===== config.mk =====
export PLATFORM = sky130hd
export DESIGN_NAME = sub_serial
export DESIGN_NICKNAME = d
export VERILOG_FILES = /design/src/rtl/sub_serial.sv
export SDC_FILE = /design/constraint.sdc
export NUM_CORES = 1
export LEC_CHECK = 0
export ABC_CLOCK_PERIOD_IN_PS = 1700
export CORE_MARGIN = 2
export CORE_UTILIZATION = 49
export DETAILED_ROUTE_END_ITERATION = 6
export PLACE_DENSITY = 0.88
export SLEW_MARGIN = 40
export SYNTH_ARGS = -nofsm -noshare
export SYNTH_HDL_FRONTEND = slang
export SYNTH_SLANG_ARGS = --single-unit

===== constraint.sdc =====
create_clock -name clk -period 1.7 [get_ports clk]
set_clock_uncertainty 0.2 [all_clocks]
set_input_delay 0.34 -clock clk [delete_from_list [all_inputs] [get_ports clk]]
set_output_delay 0.34 -clock clk [all_outputs]
set_load 0.01 [all_outputs]

===== src/rtl/sub_serial.sv =====
// Bit-serial LSB-first subtractor: out = a - b (mod 2^WIDTH), one bit per clock.
// Optional SUB_SERIAL_SAT_EN: clamp the result to zero on final borrow (saturating subtract).
module sub_serial #(
    parameter int WIDTH = 8,
    parameter int CNT_W = $clog2(WIDTH)
) (
    input  logic             clk,
    input  logic             rst,
    input  logic             en,
    input  logic [WIDTH-1:0] a,
    input  logic [WIDTH-1:0] b,
    output logic [WIDTH-1:0] out,
    output logic             busy,
    output logic             done,
    output logic             borrow_out
);

    // state | meaning
    // IDLE  | waiting for en; out/borrow_out hold the last result
    // SUB   | one bit subtracted per edge, LSB first
    // DONE  | result valid for exactly one cycle
    typedef enum logic [1:0] {
        IDLE = 2'd0,
        SUB  = 2'd1,
        DONE = 2'd2
    } state_t;

    state_t           state;
    logic [WIDTH-1:0] a_reg;
    logic [WIDTH-1:0] b_reg;
    logic             borrow;
    logic [CNT_W-1:0] count;

    logic d;
    logic borrow_nxt;

    assign d          = a_reg[0] ^ b_reg[0] ^ borrow;
    assign borrow_nxt = (~a_reg[0] & b_reg[0]) | (~a_reg[0] & borrow) | (b_reg[0] & borrow);

    assign busy = (state == SUB);
    assign done = (state == DONE);

    always_ff @(posedge clk) begin
        if (rst) begin
            state      <= IDLE;
            a_reg      <= '0;
            b_reg      <= '0;
            borrow     <= 1'b0;
            count      <= '0;
            out        <= '0;
            borrow_out <= 1'b0;
        end else begin
            case (state)
                IDLE: begin
                    if (en) begin
                        a_reg      <= a;
                        b_reg      <= b;
                        borrow     <= 1'b0;
                        count      <= '0;
                        out        <= '0;
                        borrow_out <= 1'b0;
                        state      <= SUB;
                    end
                end
                SUB: begin
                    borrow <= borrow_nxt;
                    out    <= {d, out[WIDTH-1:1]};
                    a_reg  <= a_reg >> 1;
                    b_reg  <= b_reg >> 1;
                    count  <= count + CNT_W'(1);
                    // Last bit: capture the freshly computed borrow, not the registered one
                    if (count == CNT_W'(WIDTH - 1)) begin
                        borrow_out <= borrow_nxt;
                        state      <= DONE;
`ifdef SUB_SERIAL_SAT_EN
                        if (borrow_nxt) begin
                            out <= '0;
                        end
`endif
                    end
                end
                DONE: begin
                    state <= IDLE;
                end
                default: begin
                    state <= IDLE;
                end
            endcase
        end
    end

endmodule

# After elaboration in Yosys (flattened, before gate mapping)
# Index checks and enable logic that the tools add are counted.
# classes
addsub,1
n_mul,0
div_mod_pow,0
magnitude_cmp,0
eq_ne,5
shifts,0
mux,15
n_bitwise,8
reduce_logical,5
# ops
cell,count
$pmux W8 S2,3
$mux W8,3
$pmux W3 S2,1
$mux W2,2
$pmux W1 S2,2
$pmux W2 S2,1
$reduce_and A2 Y1,2
$add A3 B1 Y3 const B,1
$and A1 B1 Y1,3
$eq A3 B3 Y1 const B,1
$mux W3,1
$reduce_and A3 Y1,1
$eq A2 B1 Y1 const B,1
$eq A2 B2 Y1 const B,1
$logic_not A2 Y1,1
$mux W1,2
$ne A2 B1 Y1 const B,1
$ne A2 B2 Y1 const B,1
$or A1 B1 Y1,2
$reduce_bool A2 Y1,1
$xor A1 B1 Y1,2
$not A1 Y1,1
# word_totals
regBits,31
latchBits,0
mem_bits_rw,0
romBits,0
word_cells,41
n_memories,0

# Longest topological paths before layout
# depth
word_depth,6
mapped_depth,5
depth_no_buf,5

# Worst setup path after synthesis
# No wires, ideal clock.
# synth_path
path_type,register to register
from,register a_reg[0]
to,register out[7]
setup_time_ns,0.128
arrival_ns,1.085
t_required_ns,1.372
slack_ns,0.288
stages_incl_launch_ff,6
n_path_buf,0
cell_sequence,dfxtp_1 > inv_1 > fa_1 > inv_1 > a22oi_1 > nor2_1
# synth_via
elab_chain_cells,3
# synth_lines
element,line,text
start: declaration,29,logic [WIDTH-1:0] a_reg;
start signal: assignment,68,a_reg <= a_reg >> 1;
$xor A1 B1 Y1 (2 in series),37,assign d = a_reg[0] ^ b_reg[0] ^ borrow;
$pmux W8 S2,53,case (state)
end signal: assignment,67,"out <= {d, out[WIDTH-1:1]};"
end: declaration,12,"output logic [WIDTH-1:0] out,"
# Every way passes these cells.
# A chain may end at the register's enable or synchronous reset.

# Final worst setup path
# layout_path
from,register state[1]
to,output done
# layout_via
elab_chain_cells,1
# layout_lines
element,line,text
start: declaration,28,state_t state;
start signal: assignment,45,state <= IDLE;
start signal: assignment,62,state <= SUB;
start signal: assignment,74,state <= DONE;
$eq A2 B2 Y1,41,assign done = (state == DONE);
end: declaration,14,"output logic done,"
# Every way passes these cells.

==> impl_results.md <==
* Worst vdd ir at 0.000789 V
* Post-Syn Area at 1350 sq um
* H-Tree Depth at 2
* Cells after synthesis at 141
* RSZ-0062 raised after global routing: no
* FF+latch count, synth at 31
* Final Power at 1.41 mW
* Status: complete, no violations
* Crit path DAT at 1.09 ns
* First-pass GRT wire length at 5.35 mm
* Final net count at 197
* Initial antenna violation count at 0
* Layout cell share with drive strength beyond 1 at 18.4%
* TritonCTS buffer count at 5
* Die Y-Extent at 56.4 um
* Cell Area, Placed at 1700 sq um
* Non-filler cells, final at 205
* CP startpoint: state[1]$_SDFFE_PP0P_
* CTS tree: yes
* Routed vias at 1185
* FF-to-FF path depth at 4
* Max-cap viol count at 0
* Cell Pwr Density at 815 nW/um^2
* Fin crit period at 1.63 ns
* Worst slew pin tran at 0.321 ns
* Chip width at 56.4 um
* WL/cell at 15.3 um
* Relative slew margins at 78.6%
* Req. time, crit path at 1.16 ns
* Site Rows at 19
* Clk slew on worst S/H paths at 0.09 ns
* HPWL after DPL at 2.14 mm
* Post-CTS Setup Bufs at 0
* CP Launch Type: register
* Clk buf depth at 2
* Final Cycle Share at 95.7%
* YS warnings at 0
* Final std cell area, no fill at 1730 sq um
* Final WS setup at 0.0730 ns
* Port Buffers at 29
* Synth Net Count at 163
* Hold buffer count at cts at 0
* Seq/Total Area, Yosys at 46.1%
* Place WS at -0.217 ns
* CP endpoint: done
* Netlist cell types at 29
* Global route overflow at 0
* Total wire length at 3.14 mm
* Commonest non-fill, non-tap cell in the layout: nor2_1
* Drt drc at 0
* F_max at 615 MHz
* # placed instances at 199
* Die area at 3190 sq um
* Max-slew violation count at 0
* Avg Inst Size Synth at 9.56 sq um
* Leak at 0.706 nW
* Flop-to-flop setup slack at 0.12 ns
* Max FO, Critical Path at 3
* Crit path kind: reg -> out
* # clock sinks at 31
* Vias per cell at 5.78
* Initial core utilization at 50.2%
* Tot GR Track Use at 22.1%
* Routed Antenna Nets at 0
* Final Hold Vio Count at 0
* Final setup fails at 0
* Root Driver: clkbuf_4
* Largest net degree at the start of global routing at 20
* Worst R2R End: a_reg[3]$_SDFFE_PP0P_
* CORE AREA at 2690 sq um
* Antenna cells at 0
* First DRT Iteration DRCs at 65
* Most frequent cells in the layout: 36 x nor2_1, 29 x dfxtp_1, 18 x clkdlybuf4s50_1
* Worst reg2reg path startpoint: state[0]$_SDFFE_PP0P_
* Clock insertion delay at the later pin of the skew report at 0.32 ns
* Worst min path class: reg -> reg
* Final GP Congestion at 0.828
* Area Growth Syn to Fin at 28.3%
* Total iterations of the first detailed-routing run at 4
* Post-route setup TNS at 0 ns
* Crit. End Element: output port
* I/O pin cnt at 30
* Number of global-route vias before repair at 1196
cell usage after synthesis (all sizes together):
library cell / number / share of area [%]
nand4: 2 / 0.93
nor2: 36 / 10
and3b: 1 / 0.65
nand3b: 1 / 0.56
a221oi: 1 / 0.65
a21oi: 2 / 0.74
nand2b: 1 / 0.46
o22ai: 5 / 2.3
o2bb2ai: 9 / 5.8
o21bai: 1 / 0.84
buf: 8 / 4.1
a22oi: 11 / 6.1
fa: 1 / 1.5
nand3: 1 / 0.37
a31oi: 1 / 0.46
a211oi: 15 / 12
and2b: 1 / 0.74
ha: 2 / 1.9
nand2: 1 / 0.28
inv: 4 / 1.1
o21ba: 1 / 0.74
clkbuf: 3 / 0.84
o21ai: 2 / 0.74
dfxtp: 31 / 46
power breakdown:
group / leakage, nW / total, mW / internal, mW / switching, mW
clock network: 0.0242 / 0.376 / 0.147 / 0.229
registers: 0.255 / 0.791 / 0.767 / 0.0245
logic: 0.426 / 0.242 / 0.122 / 0.120
worst min-delay path by stage:
stage                                startpoint                     to  cells after the start
final                     state[0]$_SDFFE_PP0P_  state[0]$_SDFFE_PP0P_                      1
after global routing      state[0]$_SDFFE_PP0P_  state[0]$_SDFFE_PP0P_                      1
after CTS                 state[0]$_SDFFE_PP0P_  state[0]$_SDFFE_PP0P_                      1
after detailed placement  a_reg[7]$_SDFFE_PP0P_  a_reg[7]$_SDFFE_PP0P_                      2
after global placement    b_reg[7]$_SDFFE_PP0P_  b_reg[7]$_SDFFE_PP0P_                      2
after floorplan           a_reg[7]$_SDFFE_PP0P_  a_reg[7]$_SDFFE_PP0P_                      2
layout make-up:
type / instances / area [sq um]
multi-input combinational: 95 / 646
tap: 31 / 38.8
sequential: 31 / 623
clock buffer: 6 / 41.3
fill: 225 / 957
inverter: 4 / 15.0
timing repair buffer: 38 / 365
critical path, stage by stage (launching register included):
cell           delay [ns]
dfxtp_2              0.35
inv_2                0.03
nor2_1               0.10
dlygate4sd2_1        0.28
timing repair:
action / 4_1_cts / 5_1_grt
gates resized for setup: 14 / 2
endpoints found under the setup margin: 11 / 2
cloned: 0 / 0
metal layers:
metal  vias to the layer above  part of all wire, %  routed length (um)  global-route usage (%)
met5                         -                    0                   0                       0
met4                         0                  2.0                  63                    14.6
met3                         6                  5.1                 160                    5.99
met2                        37                   48                1520                    34.2
met1                       560                   44                1400                    26.6
li1                        582                    -                   -                       -
cell families after synthesis:
family,synth area share (%)
flops,46.1
simple gates,14.0
fa+ha+maj,3.34
buf+inv,6.04
compound gates,30.5
per-stage QoR:
stage | utilization (%) | hold WS (ns)
2_1_floorplan | - | 0.254
3_3_place_gp | 63.4 | 0.265
3_5_place_dp | 63.4 | 0.279
4_1_cts | 64.6 | 0.281
5_1_grt | 64.4 | 0.302
6_report | 64.4 | 0.273
Power figures use the tool's default switching activity.
